--- src/rtl/lc3_ctrl_pkg.sv ---
// LC-3 pipeline controller shared types.
// Opcodes, FSM/mem-state enums, opcode group helpers.
package lc3_ctrl_pkg;

  typedef enum logic [1:0] {
    MS_READ     = 2'd0,
    MS_IND_READ = 2'd1,
    MS_WRITE    = 2'd2,
    MS_IDLE     = 2'd3
  } mem_state_e;

  typedef enum logic [1:0] {
    S_RUN,
    S_MEM_IND,
    S_MEM_RW,
    S_BR_STALL
  } state_e;

  localparam logic [3:0] OP_BR  = 4'd0;
  localparam logic [3:0] OP_ADD = 4'd1;
  localparam logic [3:0] OP_LD  = 4'd2;
  localparam logic [3:0] OP_ST  = 4'd3;
  localparam logic [3:0] OP_AND = 4'd5;
  localparam logic [3:0] OP_LDR = 4'd6;
  localparam logic [3:0] OP_STR = 4'd7;
  localparam logic [3:0] OP_NOT = 4'd9;
  localparam logic [3:0] OP_LDI = 4'd10;
  localparam logic [3:0] OP_STI = 4'd11;
  localparam logic [3:0] OP_JMP = 4'd12;

  function automatic logic [3:0] opc(
    input logic [15:0] i
  );
    return i[15:12];
  endfunction

  function automatic logic is_alu(
    input logic [15:0] i
  );
    return (opc(i) == OP_ADD) ||
           (opc(i) == OP_AND) ||
           (opc(i) == OP_NOT);
  endfunction

  function automatic logic is_load(
    input logic [15:0] i
  );
    return (opc(i) == OP_LD) ||
           (opc(i) == OP_LDR) ||
           (opc(i) == OP_LDI);
  endfunction

  function automatic logic is_store(
    input logic [15:0] i
  );
    return (opc(i) == OP_ST) ||
           (opc(i) == OP_STR) ||
           (opc(i) == OP_STI);
  endfunction

  function automatic logic is_ctrl(
    input logic [15:0] i
  );
    return (opc(i) == OP_BR) ||
           (opc(i) == OP_JMP);
  endfunction

  function automatic logic is_ind(
    input logic [15:0] i
  );
    return (opc(i) == OP_LDI) ||
           (opc(i) == OP_STI);
  endfunction

endpackage

--- src/rtl/lc3_pipeline_controller_hazard.sv ---
// LC-3 operand bypass selection.
// Pure combinational match of decode sources vs producers.
module lc3_hazard_unit
  import lc3_ctrl_pkg::*;
(
  input  logic [15:0] ir_i,
  input  logic [15:0] ir_exec_i,
  input  logic        ld_valid_i,
  input  logic [2:0]  ld_dst_i,
  output logic        alu1_o,
  output logic        alu2_o,
  output logic        mem1_o,
  output logic        mem2_o
);

  logic use1;
  logic use2;
  logic ex_alu;

  // ALU result wins over the older load data
  always_comb begin
    use1   = is_alu(ir_i) | is_load(ir_i) |
             is_store(ir_i);
    use2   = ((opc(ir_i) == OP_ADD) |
              (opc(ir_i) == OP_AND)) & ~ir_i[5];
    ex_alu = is_alu(ir_exec_i);
    alu1_o = ex_alu & use1 &
             (ir_i[8:6] == ir_exec_i[11:9]);
    alu2_o = ex_alu & use2 &
             (ir_i[2:0] == ir_exec_i[11:9]);
    mem1_o = ld_valid_i & use1 &
             (ir_i[8:6] == ld_dst_i) & ~alu1_o;
    mem2_o = ld_valid_i & use2 &
             (ir_i[2:0] == ld_dst_i) & ~alu2_o;
  end

endmodule

--- src/rtl/lc3_pipeline_controller.sv ---
// LC-3 five-stage pipeline sequencer.
// Fill, memory/branch stalls, stage enables, bypass.
module lc3_pipeline_controller
  import lc3_ctrl_pkg::*;
#(
  parameter int BR_STALL_CYCLES = 2,
  parameter int FILL_DEPTH      = 3
) (
  input  logic        clock,
  input  logic        reset,
  input  logic        complete_data,
  input  logic        complete_instr,
  input  logic [15:0] IMem_dout,
  input  logic [15:0] IR,
  input  logic [15:0] IR_Exec,
  input  logic [2:0]  NZP,
  input  logic [2:0]  psr,
  output logic        enable_updatePC,
  output logic        enable_fetch,
  output logic        enable_decode,
  output logic        enable_execute,
  output logic        enable_writeback,
  output logic        br_taken,
  output logic        bypass_alu_1,
  output logic        bypass_alu_2,
  output logic        bypass_mem_1,
  output logic        bypass_mem_2,
  output logic [1:0]  mem_state
);

  localparam int FW = $clog2(FILL_DEPTH + 1);
  localparam int CW = $clog2(BR_STALL_CYCLES + 1);

  state_e         state_q, state_d;
  logic [CW-1:0]  cnt_q, cnt_d;
  logic [FW-1:0]  fill_q, fill_d;
  logic           brret_q, brret_d;
  logic           jmp_q, jmp_d;
  logic           ld_q, ld_d;
  logic           taken_q, taken_d;
  logic           bubble_q, bubble_d;
  logic           done_q, done_d;
  logic           ldv_q, ldv_d;
  logic [2:0]     ldst_q, ldst_d;

  logic           f_dec, f_ex, f_wb;
  logic           ldst_exec;
  logic           mem_hit, br_hit;
  mem_state_e     ms;

  assign f_dec     = fill_q >= FW'(1);
  assign f_ex      = fill_q >= FW'(2);
  assign f_wb      = fill_q >= FW'(FILL_DEPTH);
  assign ldst_exec = is_load(IR_Exec) |
                     is_store(IR_Exec);
  assign br_taken  = taken_q;
  assign mem_state = ms;

  // State and counter registers
  always_ff @(posedge clock) begin
    if (reset) begin
      state_q  <= S_RUN;
      cnt_q    <= '0;
      fill_q   <= '0;
      brret_q  <= 1'b0;
      jmp_q    <= 1'b0;
      ld_q     <= 1'b0;
      taken_q  <= 1'b0;
      bubble_q <= 1'b0;
      done_q   <= 1'b0;
      ldv_q    <= 1'b0;
      ldst_q   <= '0;
    end else begin
      state_q  <= state_d;
      cnt_q    <= cnt_d;
      fill_q   <= fill_d;
      brret_q  <= brret_d;
      jmp_q    <= jmp_d;
      ld_q     <= ld_d;
      taken_q  <= taken_d;
      bubble_q <= bubble_d;
      done_q   <= done_d;
      ldv_q    <= ldv_d;
      ldst_q   <= ldst_d;
    end
  end

  // Next-state and stage enables
  always_comb begin
    state_d          = state_q;
    cnt_d            = cnt_q;
    fill_d           = fill_q;
    brret_d          = brret_q;
    jmp_d            = jmp_q;
    ld_d             = ld_q;
    taken_d          = 1'b0;
    bubble_d         = 1'b0;
    done_d           = 1'b0;
    ldv_d            = 1'b0;
    ldst_d           = ldst_q;
    mem_hit          = 1'b0;
    br_hit           = 1'b0;
    enable_updatePC  = 1'b0;
    enable_fetch     = 1'b0;
    enable_decode    = 1'b0;
    enable_execute   = 1'b0;
    enable_writeback = 1'b0;
    ms               = MS_IDLE;
    unique case (state_q)
      S_RUN: begin
        enable_updatePC  = complete_instr;
        enable_fetch     = complete_instr;
        enable_decode    = complete_instr & f_dec;
        enable_execute   = f_ex & ~bubble_q;
        enable_writeback = f_wb;
        br_hit  = complete_instr &
                  is_ctrl(IMem_dout);
        mem_hit = enable_execute & ldst_exec &
                  ~done_q;
        if (complete_instr && !f_wb)
          fill_d = fill_q + FW'(1);
        if (br_hit) begin
          cnt_d = '0;
          jmp_d = opc(IMem_dout) == OP_JMP;
        end
        if (mem_hit) begin
          state_d = is_ind(IR_Exec) ?
                    S_MEM_IND : S_MEM_RW;
          ld_d    = is_load(IR_Exec);
          brret_d = br_hit;
        end else if (br_hit) begin
          state_d = S_BR_STALL;
        end
      end
      S_BR_STALL: begin
        enable_decode    = f_dec;
        enable_execute   = f_ex;
        enable_writeback = f_wb;
        mem_hit = enable_execute & ldst_exec &
                  ~done_q;
        if (mem_hit) begin
          state_d = is_ind(IR_Exec) ?
                    S_MEM_IND : S_MEM_RW;
          ld_d    = is_load(IR_Exec);
          brret_d = 1'b1;
        end else if (cnt_q ==
                     CW'(BR_STALL_CYCLES - 1)) begin
          state_d  = S_RUN;
          taken_d  = jmp_q | (|(NZP & psr));
          bubble_d = 1'b1;
        end else begin
          cnt_d = cnt_q + CW'(1);
        end
      end
      S_MEM_IND: begin
        ms = MS_IND_READ;
        if (complete_data)
          state_d = S_MEM_RW;
      end
      S_MEM_RW: begin
        ms = ld_q ? MS_READ : MS_WRITE;
        if (complete_data) begin
          enable_writeback = ld_q;
          state_d = brret_q ? S_BR_STALL : S_RUN;
          brret_d = 1'b0;
          done_d  = 1'b1;
          if (ld_q) begin
            ldv_d  = 1'b1;
            ldst_d = IR_Exec[11:9];
          end
        end
      end
      default: state_d = S_RUN;
    endcase
  end

  lc3_hazard_unit u_hazard (
    .ir_i       (IR),
    .ir_exec_i  (IR_Exec),
    .ld_valid_i (ldv_q),
    .ld_dst_i   (ldst_q),
    .alu1_o     (bypass_alu_1),
    .alu2_o     (bypass_alu_2),
    .mem1_o     (bypass_mem_1),
    .mem2_o     (bypass_mem_2)
  );

endmodule

--- config.mk ---
export PLATFORM = sky130hd
export DESIGN_NAME = lc3_pipeline_controller
export DESIGN_NICKNAME = d
export VERILOG_FILES = /design/src/rtl/lc3_ctrl_pkg.sv /design/src/rtl/lc3_pipeline_controller_hazard.sv /design/src/rtl/lc3_pipeline_controller.sv
export SDC_FILE = /design/constraint.sdc
export NUM_CORES = 1
export LEC_CHECK = 0
export BUFFER_PORTS_ARGS = -buffer_cell sky130_fd_sc_hd__clkbuf_2
export CAP_MARGIN = 0
export CORE_MARGIN = 2
export CORE_UTILIZATION = 39
export DETAILED_ROUTE_END_ITERATION = 8
export PLACE_DENSITY = 0.83
export SYNTH_ARGS = -nofsm -noshare
export SYNTH_HDL_FRONTEND = slang
export SYNTH_SLANG_ARGS = --single-unit
--- constraint.sdc ---
create_clock -name clock -period 1.7 [get_ports clock]
set_clock_uncertainty 0.15 [all_clocks]
set_input_delay 0.17 -clock clock [delete_from_list [all_inputs] [get_ports clock]]
set_output_delay 0.17 -clock clock [all_outputs]
set_load 0.005 [all_outputs]
==> results.toml <==
[timing]
fin_ws_ns = -0.0626
rsz0062_at_grt = "yes"
tightest_slew_ns = 0.390
relSlewSlack = 0.736
layout_min_cycle_time_ns = 1.76
hold_ws_ns = 0.00488
fin_setup_tns_ns = -0.293
fin_crit_sh = 1.04
finalMaxSlewViolations = 0
final-hold-violation-count = 0
fmax_mhz = 567
setup_viol = 8

[die]
die_y_um = 59.2
die_area_um2 = 3500
initial_core_util = 0.399
io_pins = 70
rows = 20
die_x_um = 59.2
coreArea_um2 = 2980

[place]
place_ws_ns = -0.0770
place_hpwl_mm = 2.27
placed_area_um2 = 1570
port_buffers = 43
gp_congestion = 0.827

[pwr]
comb_power_share = 0.661
switchingPower_uw = 833
powerDensity_nw_per_um2 = 1170
intPower_mw = 1.28
switching_share = 0.395
p_leak_nw = 0.796
power.share.clock = 0.098
p_seq_frac = 0.241
ir_drop_uv = 732

[outcome]
violations = "setup timing"
status = "finished, violations left"

[hold_path]
hold_depth = 3
holdPathEnd = "br_taken"
min-delay-start = "NZP[0]"
hold_class = "in -> reg"

[layout]
mostFrequentLayoutCells = "clkbuf_2, buf_4, dfxtp_1"
drive_gt1_frac = 0.479
n_fill_cell = 245
fin_area_um2 = 1800
diodes = 0
nNetsFinal = 283
syn_to_final_growth_pct = 51.8
final_util = 0.605
final_common_cell = "clkbuf_2"

[logic_synthesis]
ys_ff_latch = 16
synth.distinct_cells = 37
ys_warn_count = 0
syn_nets = 209
syn_inst = 141
avgSynthCellArea_um2 = 8.42
syn_area_um2 = 1190
synth_seq_area_share = 0.270

[worst_setup_path]
path_buf_inv = 2
crit_family = "simple AND/OR/NAND/NOR gates"
r2r-end = "state_q[1]"
worstPathCellList = "inv_2 -> ha_4 -> o21bai_4 -> buf_4 -> nor3_1 -> or3_1 -> a21oi_1"
critPathMaxStageDelay_ns = 0.37
endpoint_kind = "register"
critical_path_arrival_ns = 1.83
slowest_stage = "or3_1"
r2r_slack_ns = -0.06
cp_max_fo = 6
critPathKind = "reg -> reg"
crit_required_ns = 1.77
startpoint = "fill_q[0]"
r2r_cells = 7
worst_r2r_startpoint = "fill_q[0]"
startpoint_type = "register"

[global_route]
grt_pass1_vias = 1190
grt_use_total = 0.186
grt-ovfl-total = 0
grt_pass1_wl_mm = 4.97
grt_max_degree = 16
antenna_found_initial = 0

[detailed_routing]
wire_per_inst_um = 13.0
wl_met1_mm = 1.31
routed.top_layer = "met4"
ant_nets = 0
drc = 0
wl_met3_um = 126
initialDrtViolationCount = 38
dr_wl_met2_mm = 1.73
first_pass_iters = 4
vias = 1271
routed_wl_mm = 3.20
via_per_inst = 5.17

[cts]
numCtsBuffers = 3
cts_tree = "built"
htree_levels = 1
cts_root_buf = "clkbuf_4"
cts.sinks = 16
clk_pin_slew_ns = 0.09
clock_path_buffers = 2
clock_latency_ns = 0.29

[flow_run]
drv_cap = 0
-- layer usage --
metal / track usage / up-vias
li1: - / 642
met1: 0.209 / 587
met2: 0.352 / 37
met3: 0.0218 / 5
met4: 0.0714 / 0
met5: 0 / -
-- sequential cells by signal, summed over array words and instances (netlist names) --
signal	cells
cnt_q	2
ldst_q	3
state_q	2
fill_q	2
jmp_q	1
brret_q	1
ldv_q	1
ld_q	1
bubble_q	1
done_q	1
br_taken	1
-- power by group through the flow --
stage	sequential, mW	clock (mW)	combinational (mW)
finish	0.508	0.207	1.39
global route	0.514	0.231	1.51
CTS	0.507	0.210	1.31
detailed placement	0.484	0	1.07
global placement	0.480	0	1.05
floorplan	0.490	0	0.607
-- cell type report --
type | count | area (µm²) | area share
multi-input cells | 112 | 921 | 0.511
repair buffers | 71 | 442 | 0.245
flip-flops and latches | 16 | 330 | 0.183
inverters | 11 | 46.3 | 0.0257
well taps | 33 | 41.3 | 0.0229
clock buffers | 3 | 22.5 | 0.0125
-- metrics by stage --
| stage | instances | total power, mW |
|---|---|---|
| after floorplan | 141 | 1.10 |
| after global placement | 233 | 1.52 |
| after detailed placement | 233 | 1.55 |
| after CTS | 242 | 2.03 |
| after global routing | 246 | 2.25 |
| final | 246 | 2.11 |
-- Yosys cell counts --
cell type | number | area (µm²)
o221ai_2 | 1 | 15.0
a211oi_1 | 3 | 22.5
a21oi_1 | 13 | 65.1
a311oi_1 | 1 | 8.76
nor3_1 | 7 | 35.0
o41ai_1 | 1 | 8.76
a31oi_1 | 1 | 6.26
a21boi_0 | 1 | 7.51
o21bai_4 | 1 | 18.8
or4_1 | 1 | 7.51
a31o_2 | 1 | 8.76
nand3b_1 | 3 | 22.5
buf_4 | 1 | 7.51
dfxtp_1 | 16 | 320
nor4b_1 | 1 | 8.76
a22oi_1 | 1 | 7.51
nand2_1 | 11 | 41.3
nor2_1 | 11 | 41.3
o21ai_4 | 1 | 16.3
o31ai_1 | 1 | 7.51
a21o_2 | 2 | 17.5
mux2i_1 | 4 | 40.0
nand2b_1 | 5 | 31.3
nor3b_1 | 1 | 7.51
xor2_1 | 6 | 52.6
xnor2_1 | 8 | 70.1
ha_1 | 10 | 125
o21ai_0 | 4 | 20.0
a21bo_4 | 1 | 16.3
nand3_1 | 5 | 25.0
or3_1 | 1 | 6.26
buf_6 | 1 | 11.3
inv_1 | 11 | 41.3
nor4_1 | 1 | 6.26
o21bai_1 | 2 | 15.0
nor3_4 | 1 | 16.3
a221oi_1 | 1 | 8.76
-- tightest hold or removal path: cells and delay by family --
family / cells / cell delay [ns]
buffers and inverters: 1 / 0.07
AO/OA/AOI/OAI: 2 / 0.17
-- worst max-delay path by stage --
stage / end / slack [ns] / depth (start not counted)
floorplan: state_q[1] / -0.01 / 7
global placement: cnt_q[1] / -0.06 / 7
detailed placement: cnt_q[0] / -0.08 / 7
CTS: cnt_q[1] / -0.06 / 7
global route: cnt_q[1] / -0.15 / 7
finish: state_q[1] / -0.06 / 7
-- timing repair --
| action | 4_1_cts | 5_1_grt |
|---|---|---|
| setup buffers | 5 | 4 |
| pin swaps | 14 | 9 |
| endpoints found under the setup margin | 11 | 11 |
| gates resized for setup | 29 | 6 |
| endpoints found under the hold margin | 2 | 0 |
| hold buffers | 2 | 0 |
-- cells by family after synthesis --
family	count (synthesis)	synth area share
simple gates	48	0.210
compound gates	36	0.228
flops	16	0.270
xor+xnor	14	0.103
buf+inv	13	0.0506
fa+ha+maj	10	0.105
mux	4	0.0337
(Power assumes the default switching activity.)
